$ cat config.mk
export PLATFORM = sky130hd
export DESIGN_NAME = unary_stream_encoder
export DESIGN_NICKNAME = d
export VERILOG_FILES = /design/src/rtl/unary_stream_encoder.sv
export SDC_FILE = /design/constraint.sdc
export NUM_CORES = 1
export LEC_CHECK = 0
export CELL_PAD_IN_SITES_DETAIL_PLACEMENT = 1
export CELL_PAD_IN_SITES_GLOBAL_PLACEMENT = 1
export CORE_MARGIN = 3
export CORE_UTILIZATION = 25
export CTS_CLUSTER_SIZE = 12
export DETAILED_ROUTE_END_ITERATION = 8
export DONT_BUFFER_PORTS = 1
export PLACE_DENSITY_LB_ADDON = 0.1
export SLEW_MARGIN = 20
export SYNTH_ARGS = -nofsm -noshare
export SYNTH_HDL_FRONTEND = slang
export SYNTH_SLANG_ARGS = --single-unit
$ cat constraint.sdc
create_clock -name clk -period 4.4 [get_ports clk]
set_clock_uncertainty 0.05 [all_clocks]
set_input_delay 0 -clock clk [delete_from_list [all_inputs] [get_ports clk]]
set_output_delay 0 -clock clk [all_outputs]
set_load 0.02 [all_outputs]
$ cat src/rtl/unary_stream_encoder.sv
// Binary operand pair -> unary A/B bitstreams, then adder write-out sequencing (STREAM, WRITE, done).
// Define UNARY_ENC_STOCHASTIC_EN for LFSR-based stochastic streams instead of thermometer code.
module unary_stream_encoder #(
   parameter int WIDTH     = 4,
   parameter int FRAME_LEN = 15,
   parameter int WRITE_LEN = 20
) (
   input  logic             clk,
   input  logic             rst,
   input  logic             load,
   input  logic [WIDTH-1:0] val_a,
   input  logic [WIDTH-1:0] val_b,
   input  logic             abort,
   output logic             ready,
   output logic             A,
   output logic             B,
   output logic             en,
   output logic             read_or_write,
   output logic             done,
   output logic             sat
);
   localparam int IW = $clog2(FRAME_LEN + 1);
   localparam int CW = $clog2(WRITE_LEN + 1);
   localparam logic [WIDTH-1:0] FL_W     = WIDTH'(FRAME_LEN);
   localparam logic [IW-1:0]    FL_I     = IW'(FRAME_LEN);
   localparam logic [IW-1:0]    LAST_IDX = IW'(FRAME_LEN - 1);
   localparam logic [CW-1:0]    LAST_WR  = CW'(WRITE_LEN - 1);

   typedef enum logic [1:0] {IDLE, STREAM, WRITE} state_t;

   state_t        state, state_n;
   logic [IW-1:0] idx, idx_n;
   logic [CW-1:0] wcnt, wcnt_n;
   logic [IW-1:0] a_q, a_n, b_q, b_n;
   logic          sat_n, ready_n, en_n, row_n, done_n, a_bit_n, b_bit_n;

`ifdef UNARY_ENC_STOCHASTIC_EN
   localparam logic [31:0] TAPS = (WIDTH == 2) ? 32'h3  : (WIDTH == 3) ? 32'h6  :
                                  (WIDTH == 4) ? 32'hC  : (WIDTH == 5) ? 32'h14 :
                                  (WIDTH == 6) ? 32'h30 : (WIDTH == 7) ? 32'h60 :
                                  (WIDTH == 8) ? 32'hB8 : 32'h0;
   localparam logic [WIDTH-1:0] TAP_MASK = TAPS[WIDTH-1:0];

   // Every nonzero LFSR state appears once per frame, so the 1-count equals the operand.
   if (FRAME_LEN != (1 << WIDTH) - 1 || TAPS == 32'h0) begin : g_cfg_err
      $error("stochastic mode needs FRAME_LEN == 2**WIDTH-1 and WIDTH in 2..8");
   end

   logic [WIDTH-1:0] lfsr, lfsr_n;
`endif

   always_comb begin
      state_n = state;
      idx_n   = idx;
      wcnt_n  = wcnt;
      a_n     = a_q;
      b_n     = b_q;
      sat_n   = sat;
      ready_n = 1'b0;
      en_n    = 1'b0;
      row_n   = 1'b0;
      done_n  = 1'b0;
`ifdef UNARY_ENC_STOCHASTIC_EN
      lfsr_n  = lfsr;
`endif
      unique case (state)
         IDLE: begin
            ready_n = 1'b1;
            if (load && !abort) begin
               state_n = STREAM;
               idx_n   = '0;
               a_n     = (val_a > FL_W) ? FL_I : IW'(val_a);
               b_n     = (val_b > FL_W) ? FL_I : IW'(val_b);
               sat_n   = (val_a > FL_W) || (val_b > FL_W);
               ready_n = 1'b0;
               en_n    = 1'b1;
`ifdef UNARY_ENC_STOCHASTIC_EN
               lfsr_n  = WIDTH'(1);
`endif
            end
         end
         STREAM: begin
            en_n = 1'b1;
            if (abort) begin
               state_n = IDLE;
               sat_n   = 1'b0;
               en_n    = 1'b0;
               ready_n = 1'b1;
            end else if (idx == LAST_IDX) begin
               state_n = WRITE;
               wcnt_n  = '0;
               row_n   = 1'b1;
            end else begin
               idx_n = idx + 1'b1;
`ifdef UNARY_ENC_STOCHASTIC_EN
               lfsr_n = {lfsr[WIDTH-2:0], ^(lfsr & TAP_MASK)};
`endif
            end
         end
         WRITE: begin
            en_n  = 1'b1;
            row_n = 1'b1;
            if (abort) begin
               state_n = IDLE;
               sat_n   = 1'b0;
               en_n    = 1'b0;
               row_n   = 1'b0;
               ready_n = 1'b1;
            end else if (wcnt == LAST_WR) begin
               state_n = IDLE;
               en_n    = 1'b0;
               row_n   = 1'b0;
               ready_n = 1'b1;
               done_n  = 1'b1;
            end else begin
               wcnt_n = wcnt + 1'b1;
            end
         end
         default: state_n = IDLE;
      endcase

      // Stream bits are registered from next-state values so they line up with en.
`ifdef UNARY_ENC_STOCHASTIC_EN
      a_bit_n = (state_n == STREAM) && (IW'(lfsr_n) <= a_n);
      b_bit_n = (state_n == STREAM) && (IW'(lfsr_n) <= b_n);
`else
      a_bit_n = (state_n == STREAM) && (idx_n < a_n);
      b_bit_n = (state_n == STREAM) && (idx_n < b_n);
`endif
   end

   always_ff @(posedge clk) begin
      if (rst) begin
         state         <= IDLE;
         idx           <= '0;
         wcnt          <= '0;
         a_q           <= '0;
         b_q           <= '0;
         sat           <= 1'b0;
         ready         <= 1'b1;
         A             <= 1'b0;
         B             <= 1'b0;
         en            <= 1'b0;
         read_or_write <= 1'b0;
         done          <= 1'b0;
`ifdef UNARY_ENC_STOCHASTIC_EN
         lfsr          <= WIDTH'(1);
`endif
      end else begin
         state         <= state_n;
         idx           <= idx_n;
         wcnt          <= wcnt_n;
         a_q           <= a_n;
         b_q           <= b_n;
         sat           <= sat_n;
         ready         <= ready_n;
         A             <= a_bit_n;
         B             <= b_bit_n;
         en            <= en_n;
         read_or_write <= row_n;
         done          <= done_n;
`ifdef UNARY_ENC_STOCHASTIC_EN
         lfsr          <= lfsr_n;
`endif
      end
   end
endmodule

==> results of run 1 <==
worst max path at each step:
stage | from | end | slack [ns] | cells after the start
CTS | state[1]$_SDFF_PP0_ | A$_SDFF_PP0_ | 1.82 | 8
floorplan | state[0]$_SDFF_PP0_ | A$_SDFF_PP0_ | 2.34 | 10
finish | state[1]$_SDFF_PP0_ | a_q[0]$_SDFF_PP0_ | 1.83 | 6
global placement | state[0]$_SDFF_PP0_ | B$_SDFF_PP0_ | 1.92 | 8
detailed placement | state[1]$_SDFF_PP0_ | A$_SDFF_PP0_ | 1.86 | 8
global route | state[1]$_SDFF_PP0_ | A$_SDFF_PP0_ | 1.59 | 8
layer usage:
layer | up-vias | GRT usage | wire length, µm
met4 | 0 | 0.03041 | 32
met1 | 548 | 0.1614 | 1761
met5 | - | 0 | 0
met3 | 4 | 0.03215 | 130
li1 | 566 | - | -
met2 | 17 | 0.2012 | 1647
repair_timing:
action,in CTS,in global routing
gates resized for setup,0,0
hold buffers,10,0
endpoints found under the hold margin,25,0
area by class of cell:
class / instances / area, µm² / share of cell area
clock buffer: 3 / 41.29 / 0.02600
tap: 70 / 87.58 / 0.05516
multi-input combinational: 111 / 817.0 / 0.5146
timing repair buffer: 10 / 100.1 / 0.06304
sequential: 25 / 500.5 / 0.3152
clock inverter: 1 / 7.507 / 0.004728
inverter: 9 / 33.78 / 0.02128
worst max-delay path, cell delays in order, from the launching register on:
cell and delay (ns):
dfxtp_1 0.34, inv_1 0.10, ha_1 0.30, and3b_1 0.52, mux2_1 0.40, nor2b_1 0.15, dlygate4sd3_1 0.60
power by group through the flow:
stage	sequential (mW)	clock, mW	combinational [mW]
floorplan	0.244	0	0.0421
global placement	0.245	0	0.0464
detailed placement	0.246	0	0.0473
CTS	0.240	0.151	0.0585
global route	0.241	0.163	0.0656
finish	0.240	0.139	0.0578
metrics by stage:
step	setup slack [ns]	std cells	hold WS (ns)
after floorplan	2.343	153	0.1226
after CTS	1.821	229	0.0007159
after global routing	1.590	229	0.01510
after global placement	1.924	215	0.02445
final	1.829	229	0.01647
after detailed placement	1.864	215	0.02679
logic make-up (layout without fill, tap and decap cells):
kind of cell	after synthesis	count (layout)
DFF	25	25
adders and majority gates	13	13
buffers and inverters	17	23
xor gates and xnor gates	2	2
other	1	1
and+or+nand+nor	48	48
muxes	9	9
AOI/OAI and AO/OA	38	38
sequential cells by signal, summed over array words and instances (netlist names):
register / flops
wcnt: 5
a_q: 4
b_q: 4
idx: 4
state: 2
A: 1
B: 1
done: 1
en: 1
read_or_write: 1
ready: 1
cell usage after synthesis, types with 4 or more instances:
| cell | n | area, µm² |
|---|---|---|
| o21ai_0 | 7 | 35.03 |
| nand2b_1 | 6 | 37.54 |
| dfxtp_1 | 25 | 500.5 |
| mux2i_1 | 7 | 70.07 |
| a21oi_1 | 12 | 60.06 |
| nor2_1 | 9 | 33.78 |
| nor2b_1 | 5 | 31.28 |
| inv_1 | 9 | 33.78 |
| ha_1 | 13 | 162.7 |
| nand2_1 | 4 | 15.01 |
layout by cell type, fill, tap and decap left out, drive strengths merged, types with 3 or more instances in the layout:
cell type / count
nand3: 4
nand2b: 6
nand2: 4
inv: 9
nor2b: 5
a22o: 3
nor2: 9
dfxtp: 25
clkbuf: 3
ha: 13
a21oi: 12
nor3: 3
o21ai: 7
dlygate4sd3: 10
mux2i: 7
==> run summary, run 1 <==
postcts setup bufs: 0
Compound-Gate Fraction of Synth Area: 0.1774
area grow syn2layout: 13.71%
Clock Power Share: 0.318
max_slew headroom: 0.4393
#FFs+latches synth: 25
number of enable flip-flop cells after synthesis: 0
Via density: 4.956
Die H: 80.74 µm
startpoint types: flop
max cap viols: 0
First DRT Iteration DRCs: 47
hpwl dp: 2.692 mm
# IOs: 19
Leak Pwr: 0.5737 nW
CTS tree: done
Initial Utilization: 0.2666
Tot Pwr: 437.0 µW
Synth Instances: 153
FP Rows: 26
CTS buffer count: 3
setup_tns: 0 ns
Yosys warning count: 0
part of the power in registers: 0.550
Hold EP: wcnt[2]$_SDFFE_PP0P_
R2R Path Start: state[1]$_SDFF_PP0_
crit path max fanout: 9
Finish-stage setup viols: 0
largest family of logic cells by synthesized area: simple AND/OR/NAND/NOR gates
PortBufs: 0
RSZ-0062 raised after global routing: false
Ant. Diodes: 0
largest net degree at the start of global routing: 21
Placer Congestion: 0.7580
worst r2r dst: a_q[0]$_SDFF_PP0_
Placeable Area: 5238 µm²
Final nets: 185
Peak VDD IR: 0.1309 mV
vias in the first global route: 1230
final wirelength: 3.571 mm
Fmax: 389.0 MHz
cell area after placement: 1439 µm²
CTS sink cnt: 25
Synth Area in XOR/XNOR: 0.01254
FF-to-FF path depth: 6
remaining antenna violation count: 0
mapped cell area: 1396 µm²
post-detailed-route DRC marker count: 0
sequential share of the synthesized area: 0.3584
Worst Tran Pin Value: 0.8383 ns
Synth Area in Adders: 0.1165
mux contribution to synthesized area: 0.06631
hold depth: 3
Tmin final: 2.571 ns
Clock Tree Buf Depth: 2
Tcrit/Tclk final: 0.5843
Finished Cell Area: 1588 µm²
grt ovf: 0
Sw Share: 0.2593
status: finished clean
gr usage total: 0.1230
Setup Crit Path Kind: flop to flop
global-route wire length before repair: 6.120 mm
DIE AREA: 6518 µm²
Crit path required time: 4.52 ns
Clk Latency, worst-skew pair: 0.27 ns
CTS root buffer: clkbuf_8
Avg Cell Area, Syn: 9.126 µm²
fillers: 608
initial antenna violation count: 0
flop-to-flop setup slack: 1.83 ns
Die X-Extent: 80.74 µm
Reg clk slew, reported paths: 0.09 ns
hold_sp: abort
Syn Nets: 178
Hold Path Class: primary input to flop
total number of vias: 1135
H-tree depth: 1
Pre-Repair DR Iteration Count: 4
synth unique cells: 44
share of layout cells above drive strength 1: 0.05660
Synth Flop Type: dfxtp_1
Pwr Density: 275.2 nW/µm²
Avg WL per Cell: 15.59 µm
Synth Area in Simple Gates: 0.2097
switching power: 113.3 µW
internal power: 323.7 µW
Slew Limit Fails: 0
Final Hold Viols: 0
Crit. End Element: flop
fraction of registers with async set/reset: 0
fin util: 0.3032
Critical Path AT: 2.69 ns
combinational fraction of design power: 0.132
Power figures use the tool's default switching activity.
==> run 2, diff against run 1 <==
- clock period: 4.4 -> 2.5 ns (I/O delays scaled with it)
==> run summary, run 2 (same netlist as run 1, synthesis figures left out) <==
global-route wire length before repair: 6.755 mm (was 6.120 mm)
Hold Path Class: primary input to flop (unchanged)
Crit path required time: 2.63 ns (was 4.52 ns)
most frequent CP cell: buf_4
Crit. End Element: flop (unchanged)
DIE AREA: 6518 µm² (unchanged)
Finish-stage setup viols: 0 (unchanged)
register area: 501.7 µm² (was 500.5 µm²)
CTS tree: done (unchanged)
Peak VDD IR: 0.2183 mV (was 0.1309 mV)
Placeable Area: 5238 µm² (unchanged)
initial antenna violation count: 0 (unchanged)
crit path max fanout: 6 (was 9)
Worst Tran Pin Value: 0.8046 ns (was 0.8383 ns)
met3 usage: 0.01885 (was 0.03215)
worst hold slack: 0.004159 ns (was 0.01647 ns)
Reg clk slew, reported paths: 0.10 ns (was 0.09 ns)
H-tree depth: 1 (unchanged)
area grow syn2layout: 31.00% (was 13.71%)
# IOs: 19 (unchanged)
Via density: 4.900 (was 4.956)
Die H: 80.74 µm (unchanged)
fillers: 624 (was 608)
CTS sink cnt: 25 (unchanged)
Tcrit/Tclk final: 0.9413 (was 0.5843)
Pwr Density: 448.7 nW/µm² (was 275.2 nW/µm²)
Die X-Extent: 80.74 µm (unchanged)
fin util: 0.3493 (was 0.3032)
hold depth: 3 (unchanged)
post-detailed-route DRC marker count: 0 (unchanged)
Ant. Diodes: 0 (unchanged)
hold_sp: abort (unchanged)
dpl ws: -0.01147 ns (was 1.864 ns)
Setup Crit Path Kind: flop to flop (unchanged)
share of layout cells above drive strength 1: 0.2265 (was 0.05660)
Clock Tree Buf Depth: 2 (unchanged)
startpoint types: flop (unchanged)
Pre-Repair DR Iteration Count: 4 (unchanged)
Final nets: 207 (was 185)
final wirelength: 4.004 mm (was 3.571 mm)
vias in the first global route: 1337 (was 1230)
CTS buffer count: 3 (unchanged)
global routing's busiest layer: met2 (unchanged)
hpwl dp: 2.903 mm (was 2.692 mm)
largest net degree at the start of global routing: 21 (unchanged)
register bank with the most flops: wcnt (unchanged)
Hold EP: ready$_SDFF_PP1_ (was wcnt[2]$_SDFFE_PP0P_)
setup_tns: 0 ns (unchanged)
slowest stage delay, CP: 0.34 ns (was 0.60 ns)
R2R Path Start: state[1]$_SDFF_PP0_ (unchanged)
FP Rows: 26 (unchanged)
PortBufs: 0 (unchanged)
Avg WL per Cell: 15.95 µm (was 15.59 µm)
Final Worst Setup Slack: 0.1467 ns (was 1.829 ns)
grt ovf: 0 (unchanged)
worst r2r dst: B$_SDFF_PP0_ (was a_q[0]$_SDFF_PP0_)
RSZ-0062 raised after global routing: false (unchanged)
GR Layer Usage met2: 0.2219 (was 0.2012)
Leak Pwr: 0.6939 nW (was 0.5737 nW)
status: finished clean (unchanged)
Worst path slowest cell: dfxtp_2 (was dlygate4sd3_1)
Placer Congestion: 0.7792 (was 0.7580)
Slew Limit Fails: 0 (unchanged)
FF-to-FF path depth: 10 (was 6)
most frequent cells in the layout: dfxtp_1 (24), buf_4 (20), a21oi_1 (12), dlygate4sd3_1 (12), ha_1 (10) (was dfxtp_1 (25), ha_1 (13), a21oi_1 (12), dlygate4sd3_1 (10))
total number of vias: 1230 (was 1135)
CP Cell Sequence: inv_1 > ha_2 > buf_4 > and3b_2 > buf_4 > mux2i_1 > ha_4 > o211ai_1 > a41oi_1 > nor4b_2 (was inv_1 > ha_1 > and3b_1 > mux2_1 > nor2b_1 > dlygate4sd3_1)
max cap viols: 0 (unchanged)
max_slew headroom: 0.4618 (was 0.4393)
Largest register FFs: 5 (unchanged)
First DRT Iteration DRCs: 38 (was 47)
met1 Usage GRT: 0.1825 (was 0.1614)
remaining antenna violation count: 0 (unchanged)
gr usage total: 0.1354 (was 0.1230)
Tot Pwr: 820.8 µW (was 437.0 µW)
CTS root buffer: clkbuf_8 (unchanged)
Critical Path AT: 2.48 ns (was 2.69 ns)
area of the multi-input gates: 890.9 µm² (was 817.0 µm²)
Final Hold Viols: 0 (unchanged)
Fmax: 424.9 MHz (was 389.0 MHz)
commonest non-fill, non-tap cell in the layout: dfxtp_1 (unchanged)
flop-to-flop setup slack: 0.15 ns (was 1.83 ns)
Tmin final: 2.353 ns (was 2.571 ns)
Initial Utilization: 0.2666 (unchanged)
Clk Latency, worst-skew pair: 0.28 ns (was 0.27 ns)
## run 2: worst max path at each step
stage               depth (start not counted)      endpoint                start
floorplan                                  10  A$_SDFF_PP0_  state[0]$_SDFF_PP0_
global placement                           10  B$_SDFF_PP0_  state[1]$_SDFF_PP0_
detailed placement                         10  B$_SDFF_PP0_  state[1]$_SDFF_PP0_
CTS                                        10  B$_SDFF_PP0_  state[1]$_SDFF_PP0_
global route                               10  B$_SDFF_PP0_  state[0]$_SDFF_PP0_
finish                                     10  B$_SDFF_PP0_  state[1]$_SDFF_PP0_
## run 2: where the power goes
part	internal, mW	total, mW	switching [mW]
combinational	0.0725	0.142	0.0697
clock	0.114	0.257	0.142
sequential	0.411	0.422	0.0106
## run 2: layout make-up
type	count	share of cell area
Sequential cell	25	0.2743
Inverter	9	0.01847
Tap cell	70	0.04788
Clock buffer	4	0.02462
Timing Repair Buffer	32	0.1477
Multi-Input combinational cell	111	0.4870
## run 2: worst max-delay path: cells and delay by family (launching register included)
family / cells / cell delay, ns
multiplexers: 1 / 0.33
adder cells (fa/ha/maj): 2 / 0.47
AND/OR/NAND/NOR: 2 / 0.57
buffers and inverters: 3 / 0.31
flip-flops: 1 / 0.34
AO/OA/AOI/OAI: 2 / 0.17
## run 2: timing repair
action | in CTS | in global routing
setup buffers | 0 | 6
endpoints found under the hold margin | 25 | 0
gates resized for setup | 2 | 12
hold buffers | 12 | 0
pin swaps | 0 | 7
endpoints found under the setup margin | 1 | 2
## run 2: per-layer routing
layer	part of all wire	vias to the layer above
met4	0.014	0
met2	0.46	15
met1	0.49	599
met5	0	-
li1	-	612
met3	0.031	4
## run 2: metrics by stage
stage / std cells / cell area [µm²]
after floorplan: 153 / 1396
after global placement: 229 / 1544
after detailed placement: 229 / 1544
after CTS: 245 / 1715
after global routing: 251 / 1829
final: 251 / 1829
==> run 3, diff against run 2 <==
- CORE_MARGIN: 3 -> unset
- CTS_BUF_LIST: unset -> sky130_fd_sc_hd__clkbuf_4
==> run summary, run 3 (same netlist as run 1, synthesis figures left out) <==
status: finished clean (unchanged)
Die H: 76.74 µm (was 80.74 µm)
# IOs: 19 (unchanged)
Placeable Area: 5238 µm² (unchanged)
dpl ws: 0.0009659 ns (was -0.01147 ns)
CTS root buffer: clkbuf_4 (was clkbuf_8)
Via density: 5.004 (was 4.900)
CTS tree: done (unchanged)
Largest register FFs: 5 (unchanged)
Worst Tran Pin Value: 0.8004 ns (was 0.8046 ns)
Placer Congestion: 0.7571 (was 0.7792)
commonest non-fill, non-tap cell in the layout: dfxtp_1 (unchanged)
Die X-Extent: 76.74 µm (was 80.74 µm)
Crit. End Element: flop (unchanged)
CTS buffer count: 3 (unchanged)
gr usage total: 0.1305 (was 0.1354)
total number of vias: 1181 (was 1230)
initial antenna violation count: 0 (unchanged)
CP Cell Sequence: inv_1 > ha_2 > nand3b_1 > and2_1 > nor3_2 > nor3_2 > ha_1 > o211ai_1 > a41oi_1 > nor4b_1 (was inv_1 > ha_2 > buf_4 > and3b_2 > buf_4 > mux2i_1 > ha_4 > o211ai_1 > a41oi_1 > nor4b_2)
setup_tns: 0 ns (unchanged)
Clk Latency, worst-skew pair: 0.33 ns (was 0.28 ns)
share of layout cells above drive strength 1: 0.1145 (was 0.2265)
area grow syn2layout: 17.65% (was 31.00%)
global-route wire length before repair: 6.030 mm (was 6.755 mm)
Slew Limit Fails: 0 (unchanged)
Final Hold Viols: 0 (unchanged)
vias in the first global route: 1162 (was 1337)
Pre-Repair DR Iteration Count: 4 (unchanged)
register bank with the most flops: wcnt (unchanged)
Avg WL per Cell: 15.69 µm (was 15.95 µm)
Peak VDD IR: 0.1521 mV (was 0.2183 mV)
First DRT Iteration DRCs: 56 (was 38)
Worst path slowest cell: dfxtp_1 (was dfxtp_2)
H-tree depth: 1 (unchanged)
Final nets: 192 (was 207)
Pwr Density: 448.7 nW/µm² (about the same)
crit path max fanout: 6 (unchanged)
max cap viols: 0 (unchanged)
GR Layer Usage met2: 0.2000 (was 0.2219)
fin util: 0.3137 (was 0.3493)
slowest stage delay, CP: 0.42 ns (was 0.34 ns)
max_slew headroom: 0.4647 (was 0.4618)
Tmin final: 2.319 ns (was 2.353 ns)
grt ovf: 0 (unchanged)
RSZ-0062 raised after global routing: false (unchanged)
Initial Utilization: 0.2666 (unchanged)
Reg clk slew, reported paths: 0.16 ns (was 0.10 ns)
startpoint types: flop (unchanged)
hpwl dp: 2.637 mm (was 2.903 mm)
Crit path required time: 2.69 ns (was 2.63 ns)
PortBufs: 0 (unchanged)
most frequent cells in the layout: dfxtp_1 (25), a21oi_1 (12), dlygate4sd3_1 (12), ha_1 (11) (was dfxtp_1 (24), buf_4 (20), a21oi_1 (12), dlygate4sd3_1 (12), ha_1 (10))
global routing's busiest layer: met2 (unchanged)
Finish-stage setup viols: 0 (unchanged)
largest net degree at the start of global routing: 21 (unchanged)
met1 Usage GRT: 0.1877 (was 0.1825)
DIE AREA: 5888 µm² (was 6518 µm²)
CTS sink cnt: 25 (unchanged)
remaining antenna violation count: 0 (unchanged)
FP Rows: 26 (unchanged)
final wirelength: 3.703 mm (was 4.004 mm)
most frequent CP cell: nor3_2 (was buf_4)
Hold Path Class: primary input to flop (unchanged)
Fmax: 431.2 MHz (was 424.9 MHz)
worst hold slack: 0.01858 ns (was 0.004159 ns)
Clock Tree Buf Depth: 2 (unchanged)
Ant. Diodes: 0 (unchanged)
Critical Path AT: 2.51 ns (was 2.48 ns)
met3 usage: 0.02024 (was 0.01885)
Leak Pwr: 0.6016 nW (was 0.6939 nW)
Setup Crit Path Kind: flop to flop (unchanged)
Tcrit/Tclk final: 0.9277 (was 0.9413)
post-detailed-route DRC marker count: 0 (unchanged)
Final Worst Setup Slack: 0.1807 ns (was 0.1467 ns)
[run 3: cell count changes in the layout (fill, tap and decap cells not counted), sizes merged]
cell and delta:
buf -15, clkbuf -1, clkinv +1
[run 3: worst max-delay path: cells and delay by family, from the launching register on]
family	cells	cell delay, ns
buffers and inverters	1	0.08
and+or+nand+nor	5	1.01
AOI/OAI and AO/OA	2	0.17
adders and majority gates	2	0.51
DFF	1	0.42
[run 3: worst paths after layout]
check                            start                   end  slack [ns]  depth (start not counted)
hold reg to reg   wcnt[1]$_SDFFE_PP0P_  wcnt[1]$_SDFFE_PP0P_        0.48                          2
setup reg to reg   state[0]$_SDFF_PP0_          A$_SDFF_PP0_        0.18                         10
setup / recovery   state[0]$_SDFF_PP0_          A$_SDFF_PP0_        0.18                         10
hold / removal                   abort      ready$_SDFF_PP1_        0.02                          4
[run 3: power breakdown]
| group | total (mW) | switching, mW | internal, mW |
|---|---|---|---|
| registers | 0.424 | 0.0118 | 0.412 |
| logic | 0.112 | 0.0594 | 0.0529 |
| clock network | 0.201 | 0.141 | 0.0602 |
[run 3: timing repair]
| action | CTS | global route |
|---|---|---|
| setup buffers | 0 | 2 |
| pin swaps | 0 | 1 |
| setup endpoints to repair | 2 | 2 |
| endpoints found under the hold margin | 25 | 0 |
| gates resized for setup | 1 | 4 |
| hold buffers | 12 | 0 |
[run 3: layer usage]
metal | up-vias | routed length, µm
li1 | 586 | -
met3 | 4 | 93
met1 | 577 | 1980
met5 | - | 0
met4 | 0 | 31
met2 | 14 | 1597
[run 3: metrics by stage]
stage          std cells  instance area, µm²  power [mW]
2_1_floorplan        153                1396      0.5042
5_1_grt              236                1643      0.7773
3_5_place_dp         218                1461      0.5177
6_report             236                1643      0.7372
4_1_cts              234                1614      0.7437
3_3_place_gp         218                1461      0.5165
[run 3: cell type report]
cell class	instances	area, µm²
clock buffer	3	22.52
clock inverter	1	5.005
fill	611	3595
inverter	9	33.78
multi-input combinational	111	835.8
sequential	25	500.5
tap	70	87.58
timing repair buffer	17	157.7
